$ cat config.mk
export PLATFORM = sky130hd
export DESIGN_NAME = log2_sched
export DESIGN_NICKNAME = d
export VERILOG_FILES = /design/src/rtl/log2_sched_pkg.sv /design/src/rtl/log2_sched_rr_arb.sv /design/src/rtl/log2_sched.sv
export SDC_FILE = /design/constraint.sdc
export NUM_CORES = 1
export LEC_CHECK = 0
export ABC_CLOCK_PERIOD_IN_PS = 8800
export CORE_MARGIN = 10
export CORE_UTILIZATION = 30
export DETAILED_ROUTE_END_ITERATION = 10
export GPL_TIMING_DRIVEN = 1
export HOLD_SLACK_MARGIN = 0.05
export REMOVE_ABC_BUFFERS = 1
export SLEW_MARGIN = 10
export SYNTH_ARGS = -nofsm -noshare
export SYNTH_HDL_FRONTEND = slang
export SYNTH_SLANG_ARGS = --single-unit
export TNS_END_PERCENT = 100
$ cat constraint.sdc
create_clock -name clk -period 8.8 [get_ports clk]
set_input_delay 1.32 -clock clk [delete_from_list [all_inputs] [get_ports clk]]
set_output_delay 1.32 -clock clk [all_outputs]
set_load 0.01 [all_outputs]
$ cat src/rtl/log2_sched_pkg.sv
// ============================================================================
// Module      : log2_sched_pkg
// Description : Shared state encoding and counter width for log2_sched.
// Revision    : 1.0 - initial release
// ============================================================================
`default_nettype none

package log2_sched_pkg;

    typedef enum logic [1:0] {
        IDLE = 2'd0,
        CALC = 2'd1,
        RESP = 2'd2
    } state_t;

    localparam int DONE_CNT_W = 16;

endpackage

`default_nettype wire

$ cat src/rtl/log2_sched_rr_arb.sv
// ============================================================================
// Module      : rr_arb
// Description : Combinational round-robin arbiter, search starts after 'last'.
// Revision    : 1.0 - initial release
// ============================================================================
`default_nettype none

module rr_arb
    import log2_sched_pkg::*;
#(
    parameter int R = 4,
    localparam int IW = $clog2(R)
) (
    input  logic [R-1:0]  req,
    input  logic [IW-1:0] last,
    output logic [R-1:0]  grant
);

    logic          found;
    logic [IW-1:0] idx;

    always_comb begin
        grant = '0;
        found = 1'b0;
        idx   = '0;
        for (int k = 1; k <= R; k++) begin
            idx = IW'((int'(last) + k) % R);
            if (!found && req[idx]) begin
                grant[idx] = 1'b1;
                found      = 1'b1;
            end
        end
    end

endmodule

`default_nettype wire

$ cat src/rtl/log2_sched.sv
// ============================================================================
// Module      : log2_sched
// Description : Round-robin scheduled, bit-serial floor(log2) unit.
// Revision    : 1.0 - initial release
// ============================================================================
`default_nettype none

module log2_sched
    import log2_sched_pkg::*;
#(
    parameter int N = 8,
    parameter int R = 4,
    localparam int M  = $clog2(N),
    localparam int IW = $clog2(R)
) (
    input  logic                  clk,
    input  logic                  reset_n,
    input  logic [R-1:0]          req_valid,
    input  logic [R*N-1:0]        req_value,
    output logic [R-1:0]          req_ready,
    output logic                  rsp_valid,
    input  logic                  rsp_ready,
    output logic [IW-1:0]         rsp_id,
    output logic [M-1:0]          rsp_result,
    output logic                  rsp_exact,
    output logic                  rsp_zero,
    output logic                  busy,
    output logic [DONE_CNT_W-1:0] done_cnt
);

    localparam logic [M-1:0] CNT_INIT = M'(N - 1);

    state_t                state_q, state_d;
    logic [IW-1:0]         last_q, last_d;
    logic [N-1:0]          sh_q, sh_d;
    logic [M-1:0]          cnt_q, cnt_d;
    logic [IW-1:0]         id_q, id_d;
    logic                  rsp_valid_q, rsp_valid_d;
    logic [IW-1:0]         rsp_id_q, rsp_id_d;
    logic [M-1:0]          rsp_result_q, rsp_result_d;
    logic                  rsp_exact_q, rsp_exact_d;
    logic                  rsp_zero_q, rsp_zero_d;
    logic [DONE_CNT_W-1:0] done_cnt_q, done_cnt_d;

    logic [R-1:0]  grant;
    logic [IW-1:0] win_idx;
    logic [N-1:0]  win_val;
    logic          accept;

    rr_arb #(.R(R)) u_arb (
        .req   (req_valid),
        .last  (last_q),
        .grant (grant)
    );

    // Grants are only offered in IDLE and never while reset is being applied.
    assign req_ready = (reset_n && state_q == IDLE) ? grant : '0;
    assign accept    = |(req_valid & req_ready);

    always_comb begin
        win_idx = '0;
        win_val = '0;
        for (int i = 0; i < R; i++) begin
            if (grant[i]) begin
                win_idx = IW'(i);
                win_val = req_value[i*N +: N];
            end
        end
    end

    always_comb begin
        state_d      = state_q;
        last_d       = last_q;
        sh_d         = sh_q;
        cnt_d        = cnt_q;
        id_d         = id_q;
        rsp_valid_d  = rsp_valid_q;
        rsp_id_d     = rsp_id_q;
        rsp_result_d = rsp_result_q;
        rsp_exact_d  = rsp_exact_q;
        rsp_zero_d   = rsp_zero_q;
        done_cnt_d   = done_cnt_q;
        case (state_q)
            IDLE: begin
                if (accept) begin
                    sh_d    = win_val;
                    cnt_d   = CNT_INIT;
                    id_d    = win_idx;
                    last_d  = win_idx;
                    state_d = CALC;
                end
            end
            CALC: begin
                // Normalise left until the MSB is set; cnt tracks its bit position.
                if (sh_q[N-1]) begin
                    rsp_result_d = cnt_q;
                    rsp_exact_d  = (sh_q[N-2:0] == '0);
                    rsp_zero_d   = 1'b0;
                    rsp_id_d     = id_q;
                    rsp_valid_d  = 1'b1;
                    state_d      = RESP;
                end else if (cnt_q == '0) begin
                    rsp_result_d = '0;
                    rsp_exact_d  = 1'b0;
                    rsp_zero_d   = 1'b1;
                    rsp_id_d     = id_q;
                    rsp_valid_d  = 1'b1;
                    state_d      = RESP;
                end else begin
                    sh_d  = sh_q << 1;
                    cnt_d = cnt_q - 1'b1;
                end
            end
            RESP: begin
                if (rsp_ready) begin
                    rsp_valid_d = 1'b0;
                    done_cnt_d  = done_cnt_q + 1'b1;
                    state_d     = IDLE;
                end
            end
            default: state_d = IDLE;
        endcase
    end

    always_ff @(posedge clk) begin
        if (!reset_n) begin
            state_q      <= IDLE;
            last_q       <= IW'(R - 1);
            sh_q         <= '0;
            cnt_q        <= '0;
            id_q         <= '0;
            rsp_valid_q  <= 1'b0;
            rsp_id_q     <= '0;
            rsp_result_q <= '0;
            rsp_exact_q  <= 1'b0;
            rsp_zero_q   <= 1'b0;
            done_cnt_q   <= '0;
        end else begin
            state_q      <= state_d;
            last_q       <= last_d;
            sh_q         <= sh_d;
            cnt_q        <= cnt_d;
            id_q         <= id_d;
            rsp_valid_q  <= rsp_valid_d;
            rsp_id_q     <= rsp_id_d;
            rsp_result_q <= rsp_result_d;
            rsp_exact_q  <= rsp_exact_d;
            rsp_zero_q   <= rsp_zero_d;
            done_cnt_q   <= done_cnt_d;
        end
    end

    assign rsp_valid  = rsp_valid_q;
    assign rsp_id     = rsp_id_q;
    assign rsp_result = rsp_result_q;
    assign rsp_exact  = rsp_exact_q;
    assign rsp_zero   = rsp_zero_q;
    assign busy       = (state_q != IDLE);
    assign done_cnt   = done_cnt_q;

endmodule

`default_nettype wire

# --- Word level (Yosys, flattened, before mapping) ---
# Index checks and enable logic that the tools add are counted.
word_totals:
  ff_bits: 41
  out_inout_bits: 29
op_classes:
  add_sub_neg: 6
  n_lt_le_gt_ge: 8
  n_eq_ne: 7
  mux: 55
  bitwise: 4
  n_reduce_logical: 26
ops:
  columns: ["cell", "n"]
  rows:
  - ["$mux W8", 7]
  - ["$mux W4", 5]
  - ["$mux W1", 18]
  - ["$add A16 B1 Y16 const B", 1]
  - ["$mux W2", 8]
  - ["$pmux W8 S2", 1]
  - ["$mux W3", 5]
  - ["$lt A2 B3 Y1 const B", 4]
  - ["$or A4 B4 Y4", 3]
  - ["$bmux W1 S2", 4]
  - ["$demux W1 S2", 4]
  - ["$ge A2 B1 Y1 const B", 4]
  - ["$logic_and A1 B1 Y1", 8]
  - ["$ne A2 B2 Y1 const B", 4]
  - ["$reduce_and A2 Y1", 4]
  - ["$reduce_bool A2 Y1", 4]
  - ["$logic_not A7 Y1", 1]
  - ["$pmux W2 S3", 1]
  - ["$pmux W3 S2", 1]
  - ["$reduce_and A3 Y1", 2]
  - ["$add A2 B1 Y2 const B", 2]
  - ["$add A2 B2 Y2 const B", 2]
  - ["$and A4 B4 Y4", 1]
  - ["$reduce_and A4 Y1", 1]
  - ["other kinds (9)", 11]

# --- Logic depth before layout (Yosys ltp) ---
# Gate-level depths: netlist of run 1.
logic_depth:
  word_depth: 19
  ltp_mapped: 12
  depth_no_buf: 9

# --- Modules after synthesis ---
# A second synthesis of run 1 with hierarchy kept.
hier_totals:
  hier_cells: 273
  hier_area_um2: 2484.9
by_module_without_submodules:
  columns: ["module", "instances", "cells_per_inst", "area_per_inst_um2", "seq_area_each_um2"]
  rows:
  - ["log2_sched", 1, 235, 2127.0, 820.8]
  - ["rr_arb", 1, 38, 357.8, 0.0]

# --- Least setup slack after synthesis of run 1 ---
# OpenSTA, ideal clock, no wires.
synth_timing:
  kind: "in2out"
  start: "input port req_valid[2]"
  end: "output port req_ready[2]"
  arrival_ns: 3.023
  required_ns: 7.480
  setup_slack_ns: 4.457
  path_stages: 6
  path_cell_list: "mux4_2 > or2_4 > buf_6 > o311a_4 > clkbuf_1 > nor2_1"
synth_via:
  elab_chain_cells: 13
  elab_cells_between_ends: 25
  cone_classes: "16 x mux; 3 x bitwise; 6 x reduce/logical"
synth_rtl:
  columns: ["item", "line", "rtl"]
  rows:
  - ["from (decl)", "log2_sched.sv:18", "input logic [R-1:0] req_valid,"]
  - ["$bmux W1 S2", "log2_sched_rr_arb.sv:28", "if (!found && req[idx]) begin"]
  - ["$mux W1 (not written as such)", "log2_sched_rr_arb.sv:28", null]
  - ["$mux W1", "log2_sched_rr_arb.sv:28", null]
  - ["$logic_not A1 Y1", "log2_sched_rr_arb.sv:28", null]
  - ["$logic_and A1 B1 Y1", "log2_sched_rr_arb.sv:28", null]
  - ["$mux W1", "log2_sched_rr_arb.sv:28", null]
  - ["$logic_not A1 Y1", "log2_sched_rr_arb.sv:28", null]
  - ["$logic_and A1 B1 Y1", "log2_sched_rr_arb.sv:28", null]
  - ["$mux W1", "log2_sched_rr_arb.sv:28", null]
  - ["$logic_not A1 Y1", "log2_sched_rr_arb.sv:28", null]
  - ["$logic_and A1 B1 Y1", "log2_sched_rr_arb.sv:28", null]
  - ["$mux W4 *", "log2_sched_rr_arb.sv:28", null]
  - ["$mux W4 *", "log2_sched.sv:57", "assign req_ready = (reset_n && state_q == IDLE) ? grant : '0;"]
  - ["to (decl)", "log2_sched.sv:20", "output logic [R-1:0] req_ready,"]
# Mark *: on every way between the ends. The rest lies on a longest branch, timed or not. The select of a mux whose other input is x is not followed.

# --- Worst setup path after layout of run 1 ---
layout_timing:
  start: "input port req_valid[2]"
  end: "output port req_ready[3]"
# Same word-level chain as after synthesis.

==> metrics, run 1 <==
status=completed; # IOs=68; mapped cell area=2580 µm²; CP startpoint kind=input port; Power Total=1.08 mW; Synth Instances=299; DRT iter0 DRCs=170; setup TNS=0 ns; CTS Hold Bufs=0; cell chain of the critical path=clkdlybuf4s50_1 > mux4_2 > or2_4 > o311a_1 > nor2_1 > clkdlybuf4s50_1; post-synth top area cell=dfxtp_1; global-route usage over all layers=11.2%; Root Driver=clkbuf_8; Core ar.=8300 µm²; Max Freq=0.188 GHz; number of synthesized flops with an enable pin=0; cts repair resizes=0; Hold Slack=0.478 ns; I/O Buffers=67; Hold Crit Class=flop to flop; slowest CP cell=mux4_2; first-pass GRT wire length=12100 µm; die area=12700 µm²; Fillers=823; Post-DP HPWL=5720 µm; post-synth top area share=31.8%; DR pass1 iterations=4; arrival time worst endpoint=4.00 ns; CP max FO=11; CTS Buf Count=5; PD cells=314 nW/µm²; Max clock buf depth=2; initial cell density of the core=31.1%; sequential fraction of the synthesis area=31.8%; Die Wd=113 µm; top cells by area, synth=dfxtp_1 (32%), ha_1 (5.3%), nor2_1 (4.5%); peak supply drop=0.0000979 V; final core occ=41.4%; Clock Skew=0.00472 ns; Least-Margin Pin Slew=1.13 ns; Area Overhead vs Synth=33.2%; RSZ-0062 raised after global routing=false; CP most frequent cell=clkdlybuf4s50_1; Crit path largest cell delay=0.59 ns; Routability Congestion=0.862; grt total ovfl=0; Via density=5.28; Avg Cell Area, Syn=8.62 µm²; CP Class=input port to output port; Post-CTS Setup Bufs=0; share of layout cells above drive strength 1=7.78%; chip height=113 µm; H-tree depth=2; hold endpoint=id_q[1]$_SDFFE_PN0P_; Hold Path Origin=id_q[1]$_SDFFE_PN0P_; initial antenna violation count=0; Yosys cell types=53; CTS tree=done; Ys Warns=0; # DRC=0; pin count of the biggest net entering global routing=32; fin crit share=60.4%; CP Capture Type=output port; final setup fails=0; most common cell after layout, fill and taps aside=clkdlybuf4s50_1; vias=2453; WL/cell=16.1 µm; max_slew headroom=24.9%; Synth async-reset ratio=0%; worst path required time=7.48 ns; commonest non-fill, non-tap cells in the layout=clkdlybuf4s50_1 (67), dfxtp_1 (41), nor2_1 (31), nand2_1 (19), nand3_1 (18); final hold violation count=0; max-slew violation total from the final report=0; Final ANT Viol Nets=0; RR Startpoint=last_q[0]$_SDFFE_PN1P_; vias in the first global route=2374; clk_lat worst skew=0.29 ns; r2r worst-path depth=9; # rows=33; nets@finish=409; Top FF cell, synth=dfxtp_1; final wirelength=7480 µm; Leak=1.25 nW; final setup margin=3.48 ns; Hold Crit Depth=2; Register-to-Register Setup Slack=4.86 ns; synthesized flop and latch total=41; clock tree sinks=41; Critical R2R Capture=sh_q[0]$_SDFFE_PN0P_; Clock transition at path regs=0.07 ns; Max-Cap Viols=0; post-place setup slack=3.50 ns; Final min period=5.32 ns; Antenna Diode Count=0
==> cell type report <==
cell class / count / area, µm² / share of cell area (%)
multi-input combinational: 234 / 1660 / 48.3
sequential: 41 / 821 / 23.9
timing repair buffer: 67 / 671 / 19.5
tap: 105 / 131 / 3.83
clock buffer: 7 / 86.3 / 2.51
inverter: 10 / 37.5 / 1.09
clock inverter: 1 / 30.0 / 0.874
==> cells in the mapped netlist (2+ instances only) <==
master / count
nand4_1: 5
nor4_1: 5
and3_1: 2
o31ai_1: 3
or2_2: 2
nor2_1: 31
xnor2_1: 6
a31oi_1: 2
nand3b_1: 4
o21ai_0: 6
o311ai_2: 2
nand2b_1: 6
nand2_1: 19
o311ai_1: 2
and2_1: 8
a21oi_1: 15
nand3_1: 18
or3_1: 2
mux2i_1: 3
nor3_1: 10
mux2_2: 2
o211ai_1: 4
dfxtp_1: 41
a22o_1: 6
buf_2: 2
a211oi_1: 2
a221oi_1: 3
a22oi_1: 2
ha_1: 11
o311a_1: 5
and4_1: 3
xor2_1: 8
inv_1: 10
clkbuf_1: 11
nor2b_1: 14
a221oi_2: 5
mux4_2: 3
==> critical path: cells and delay by family <==
kind	cells	cell delay, ns
compound gates	1	0.55
buf+inv	2	1.06
mux	1	0.59
simple gates	2	0.48
==> report_power, final <==
part           internal (mW)  switching, mW
registers              0.219         0.0417
logic                  0.283          0.379
clock network         0.0925         0.0632
==> flip-flops by register name (all words and copies together), names as in the netlist <==
name	flops
rsp_id	2
rsp_zero	1
last_q	2
state_q	2
cnt_q	3
rsp_result	3
id_q	2
rsp_exact	1
done_cnt	16
rsp_valid	1
sh_q	8
==> metrics by stage <==
stage | cell area (µm²) | cells
floorplan | 2520 | 285
global placement | 3320 | 457
detailed placement | 3320 | 457
CTS | 3430 | 465
global route | 3430 | 465
finish | 3430 | 465
==> metal layers <==
metal / global-route usage [%] / wire length [µm] / vias up
met5: 0 / 0 / -
met4: 2.62 / 59 / 0
met3: 2.48 / 266 / 4
met2: 19.2 / 3670 / 50
met1: 14.0 / 3490 / 1176
li1: - / - / 1223
==> how the worst max path moves through the flow <==
stage / from / end / slack (ns) / depth (start not counted)
floorplan: req_valid[2] / req_ready[3] / 4.64 / 4
global placement: req_valid[2] / req_ready[3] / 3.55 / 6
detailed placement: req_valid[2] / req_ready[3] / 3.50 / 6
CTS: req_valid[2] / req_ready[3] / 3.49 / 6
global route: req_valid[2] / req_ready[3] / 3.37 / 6
finish: req_valid[2] / req_ready[3] / 3.48 / 6
==> kinds of logic (layout without fill, tap and decap cells) <==
kind of cell,after synthesis,count (layout),synth area share [%]
XOR/XNOR,14,14,4.76
multiplexers,8,8,4.66
buffers and inverters,24,85,3.88
adder cells (fa/ha/maj),11,11,5.34
AND/OR/NAND/NOR,134,134,27.4
flip-flops,41,41,31.8
AO/OA/AOI/OAI,67,67,22.1
Power figures use the tool's default switching activity.
==> inputs of run 2 (changes only) <==
- ABC_CLOCK_PERIOD_IN_PS: 8800 -> 5100
- clock period: 8.8 -> 5.1 ns (I/O delays scaled with it)
==> metrics, run 2 (synthesized netlist as in run 1, its figures left out) <==
vias in the first global route=2397 (+0.97%); Root Driver=clkbuf_8; DRT iter0 DRCs=114 (-33%); Clock transition at path regs=0.08 ns (about the same); # rows=33 (unchanged); Cell Area, Placed=3340 µm² (+0.68%); # DRC=0 (unchanged); number of flip-flops in the largest register=16 (unchanged); Core ar.=8300 µm² (unchanged); global-route usage over all layers=11.4% (+0.14 points); grt total ovfl=0 (unchanged); final hold violation count=0 (unchanged); arrival time worst endpoint=3.42 ns (-0.58 ns); status=completed; RSZ-0062 raised after global routing=false; WL/cell=15.9 µm (-1.2%); Max Freq=0.239 GHz; DR pass1 iterations=4 (unchanged); Top Usage Layer GRT=met2; GR Layer Usage met3=2.01% (-0.48 points); share of layout cells above drive strength 1=8.82% (+1.0 points); Die Wd=113 µm (unchanged); CTS Hold Bufs=0 (unchanged); Antenna Diode Count=0 (unchanged); Least-Margin Pin Slew=0.705 ns (-0.422 ns); I/O Buffers=67 (unchanged); Routability Congestion=0.881 (+2.1%); CTS Buf Count=5 (unchanged); PD cells=526 nW/µm² (+68%); CP max FO=11 (unchanged); Post-CTS Setup Bufs=0 (unchanged); final wirelength=7440 µm (-0.59%); max_slew headroom=52.3% (+27 points); pin count of the biggest net entering global routing=31 (-3.1%); chip height=113 µm (unchanged); commonest non-fill, non-tap cells in the layout=clkdlybuf4s50_1 (67), dfxtp_1 (41), nor2_1 (31), nand2_1 (19), nand3_1 (18); peak supply drop=0.000164 V (+68%); CTS tree=done; Power Total=1.80 mW (+67%); Seq. cell area=821 µm² (unchanged); most common cell after layout, fill and taps aside=clkdlybuf4s50_1; Post-DP HPWL=5770 µm (+0.95%); Leak=1.25 nW (about the same); Hold Crit Class=flop to flop; final setup fails=0 (unchanged); initial antenna violation count=0 (unchanged); CP Capture Type=output port; Final min period=4.19 ns; initial cell density of the core=31.1% (unchanged); CP Class=input port to output port; setup TNS=0 ns (unchanged); clk_lat worst skew=0.30 ns (about the same); max-slew violation total from the final report=0 (unchanged); combined area of the multi-input logic cells=1660 µm² (unchanged); Fillers=826 (+0.36%); Max clock buf depth=2 (unchanged); die area=12700 µm² (unchanged); worst path required time=4.34 ns (-3.14 ns); vias=2455 (+0.082%); Via density=5.25 (-0.56%); nets@finish=412 (+0.73%); cts repair resizes=0 (unchanged); # IOs=68 (unchanged); post-place setup slack=0.921 ns (-2.58 ns); met1 Use GR=13.8% (-0.22 points); first-pass GRT wire length=12100 µm (unchanged); H-tree depth=2 (unchanged); Final Instance Area=3430 µm² (-0.22%); Clock Skew=0.00950 ns (+0.00478 ns); clock tree sinks=41 (unchanged); final setup margin=0.914 ns (-2.57 ns); fin crit share=82.1%; Final ANT Viol Nets=0 (unchanged); CP startpoint kind=input port; GR Layer Usage met2=19.7% (+0.54 points); Max-Cap Viols=0 (unchanged); Area Overhead vs Synth=32.9%
run 2: power by group:
| group | internal, mW | total [mW] | leakage, nW | switching (mW) |
|---|---|---|---|---|
| logic | 0.498 | 1.16 | 0.877 | 0.665 |
| registers | 0.377 | 0.431 | 0.333 | 0.0536 |
| clock network | 0.0945 | 0.210 | 0.0439 | 0.115 |
run 2: cell type report:
class / count / area share, %
tap: 105 / 3.83
clock buffer: 5 / 2.01
clock inverter: 3 / 0.511
sequential: 41 / 24.0
timing repair buffer: 70 / 20.2
multi-input combinational: 234 / 48.4
inverter: 10 / 1.10
run 2: final timing paths:
kind / cells past startpoint / slack (ns) / start / to
worst max-delay path: 6 / 0.91 / req_valid[2] / req_ready[3]
worst min-delay path: 2 / 0.47 / rsp_result[2]$_SDFFE_PN0P_ / rsp_result[2]$_SDFFE_PN0P_
worst max register to register: 10 / 1.71 / last_q[1]$_SDFFE_PN1P_ / last_q[0]$_SDFFE_PN1P_
worst min register to register: 2 / 0.47 / rsp_result[2]$_SDFFE_PN0P_ / rsp_result[2]$_SDFFE_PN0P_
run 2: per-stage QoR:
step	instances	util [%]	hold WS [ns]
final	468	41.3	0.470
after global routing	468	41.3	0.498
after CTS	468	41.3	0.473
after detailed placement	460	40.3	0.461
after global placement	460	40.3	0.452
after floorplan	285	-	0.443
run 2: per-layer routing:
metal / up-vias / wire length, µm
li1: 1229 / -
met2: 51 / 3740
met4: 0 / 99
met5: - / 0
met3: 10 / 279
met1: 1165 / 3310
run 2: critical path, cell delays in order:
cell and delay, ns:
clkdlybuf4s50_1 0.49, mux4_2 0.58, or2_4 0.33, o311a_1 0.55, nor2_1 0.15, clkdlybuf4s50_1 0.55
==> variant: new RTL, config.mk and constraints of run 1 <==
Encoding of `state_t`: now one-hot (3 bits for 3 states).
--- a/src/rtl/log2_sched_pkg.sv
+++ b/src/rtl/log2_sched_pkg.sv
@@ -7,10 +7,10 @@
 
 package log2_sched_pkg;
 
-    typedef enum logic [1:0] {
-        IDLE = 2'd0,
-        CALC = 2'd1,
-        RESP = 2'd2
+    typedef enum logic [2:0] {
+        IDLE = 3'b001,
+        CALC = 3'b010,
+        RESP = 3'b100
     } state_t;
 
     localparam int DONE_CNT_W = 16;
Check against the original RTL: same outputs for any inputs over 4 cycles, from zero or initial values and one cycle with reset_n low; so few cycles prove little.
==> variant against run 1 <==
  * Clock power is 8% lower
  * Register-to-register slack better by 0.10 ns
  * Utilization is 0.98 points lower
  * Area after synthesis is 1.7% higher
  * Count of clock-buffer cells in the layout is 1 higher
  * Power is 12% lower
  * Cell area is 1.1% higher
  * Die area is 1.4% higher
  * Global-route usage is 0.88 points lower
  * Via count is 4.1% lower
  * Sequential cell count is 1 higher
  * Setup slack worse by 0.11 ns
  * Wire length is 9.9% lower
  * Critical endpoint unchanged
  * Largest power group unchanged
  * Highest routed layer unchanged
==> variant: results (changes against run 1) <==
metric,value,unit,change
status,completed,,unchanged
insertion_delay,0.29,ns,about the same
rr_startpoint,last_q[0],,unchanged
yosysSeqAreaShare,0.321,,was 0.318
dp_slack,3.37,ns,was 3.50 ns
min_path_type,reg2reg,,unchanged
synth_commonest_cells,"dfxtp_1 (42), nand2_1 (25), o21ai_0 (23)",,"was dfxtp_1 (41), nor2_1 (31), nand2_1 (19)"
nets,415,,was 409
yosysWarnings,0,,unchanged
critPathMaxFanout,19,,was 11
cts_made_buffers,5,,unchanged
n_fill_cell,848,,was 823
power.leakage,1.34,nW,was 1.25 nW
place_congestion,0.875,,was 0.862
clk_pin_slew,0.08,ns,
ctsResizeCount,0,,unchanged
synth.area.top_cells,"dfxtp_1 (32%), ha_1 (5.2%), and2_1 (5.0%)",,"was dfxtp_1 (32%), ha_1 (5.3%), nor2_1 (4.5%)"
io_buffers,67,,unchanged
clk_path_buf_depth,2,,unchanged
htree_levels,2,,unchanged
ys_types,53,,unchanged
ir_drop,0.208,mV,was 0.0979 mV
hold_start,id_q[0],,was id_q[1]
grt_usage,0.104,,was 0.112
dp_hpwl,5.25,mm,was 5.72 mm
largest_reg_flops,16,,unchanged
skew,0.00821,ns,was 0.00472 ns
grt_max_degree,45,,was 32
dr.pass1.iters,4,,unchanged
vias,2353,,was 2453
fin_util,0.404,,was 0.414
critPathArrivalTime,4.11,ns,was 4.00 ns
worst_pin_slew,1.00,ns,was 1.13 ns
antenna_found_initial,0,,unchanged
finalWirelength,6.74,mm,was 7.48 mm
async_flop_share,0,,unchanged
antenna_cells,0,,unchanged
grt_first_pass_wirelength,11.4,mm,was 12.1 mm
cp-startpoint,req_valid[2],,unchanged
post_cts.repair.setup_buffers,0,,unchanged
cts_root_buffer,clkbuf_8,,unchanged
drt_iter0_markers,88,,was 170
gr-total-overflow,0,,unchanged
drive_gt1_frac,0.0683,,was 0.0778
[variant: changes by cell type in the layout (fill, tap and decap cells not counted), sizes merged, moves of 5 or more]
cell / run 1 / this run
nand3: 18 / 8
o21ai: 7 / 28
nor3: 10 / 4
and3: 2 / 9
xnor2: 6 / 12
nand2: 20 / 25
nor2: 31 / 7
a22o: 6 / 0
and2: 9 / 21
xor2: 8 / 3
inv: 10 / 19
[variant: final cells by class]
class	count	area, sq um	share of cell area
multi-input combinational	229	1640	0.471
tap	108	135	0.0389
clock buffer	8	110	0.0317
timing repair buffer	68	678	0.195
sequential	42	841	0.242
inverter	19	71.3	0.0205
[variant: per-stage QoR]
stage / total power [mW] / hold WS, ns / instances / instance area [sq um]
2_1_floorplan: 0.659 / 0.422 / 290 / 2550
3_3_place_gp: 0.802 / 0.438 / 466 / 3360
3_5_place_dp: 0.812 / 0.446 / 466 / 3360
4_1_cts: 0.958 / 0.458 / 474 / 3470
5_1_grt: 1.03 / 0.484 / 474 / 3470
6_report: 0.946 / 0.456 / 474 / 3470
[variant: worst paths after layout]
path / to / slack (ns) / depth (start not counted)
setup / recovery: req_ready[3] / 3.37 / 6
hold / removal: id_q[0] / 0.46 / 2
setup reg to reg: sh_q[2] / 4.96 / 9
hold reg to reg: id_q[0] / 0.46 / 2
[variant: critical path, stage by stage]
cell	delay [ns]
clkdlybuf4s50_1	0.48
mux4_2	0.59
or2_1	0.38
o311a_1	0.61
nor2_1	0.17
clkdlybuf4s50_1	0.56
[variant: logic make-up after synthesis]
group           synth area share
simple gates               0.250
compound gates             0.218
flops                      0.321
buf+inv                   0.0553
xor+xnor                  0.0501
fa+ha+maj                 0.0525
mux                       0.0534
[variant: power by group]
part | total (mW) | internal [mW] | switching, mW | leakage (nW)
sequential | 0.254 | 0.219 | 0.0351 | 0.341
combinational | 0.549 | 0.253 | 0.296 | 0.938
clock | 0.143 | 0.0793 | 0.0635 | 0.0575
total | 0.946 | 0.551 | 0.395 | 1.34
[variant: metal layers]
layer	vias up	routed length, um	share of wire	global-route usage
met4	0	29	0.0043	0.0228
met1	1054	3160	0.47	0.128
met3	2	734	0.11	0.0514
met5	-	0	0	0
li1	1209	-	-	-
met2	88	2810	0.42	0.158
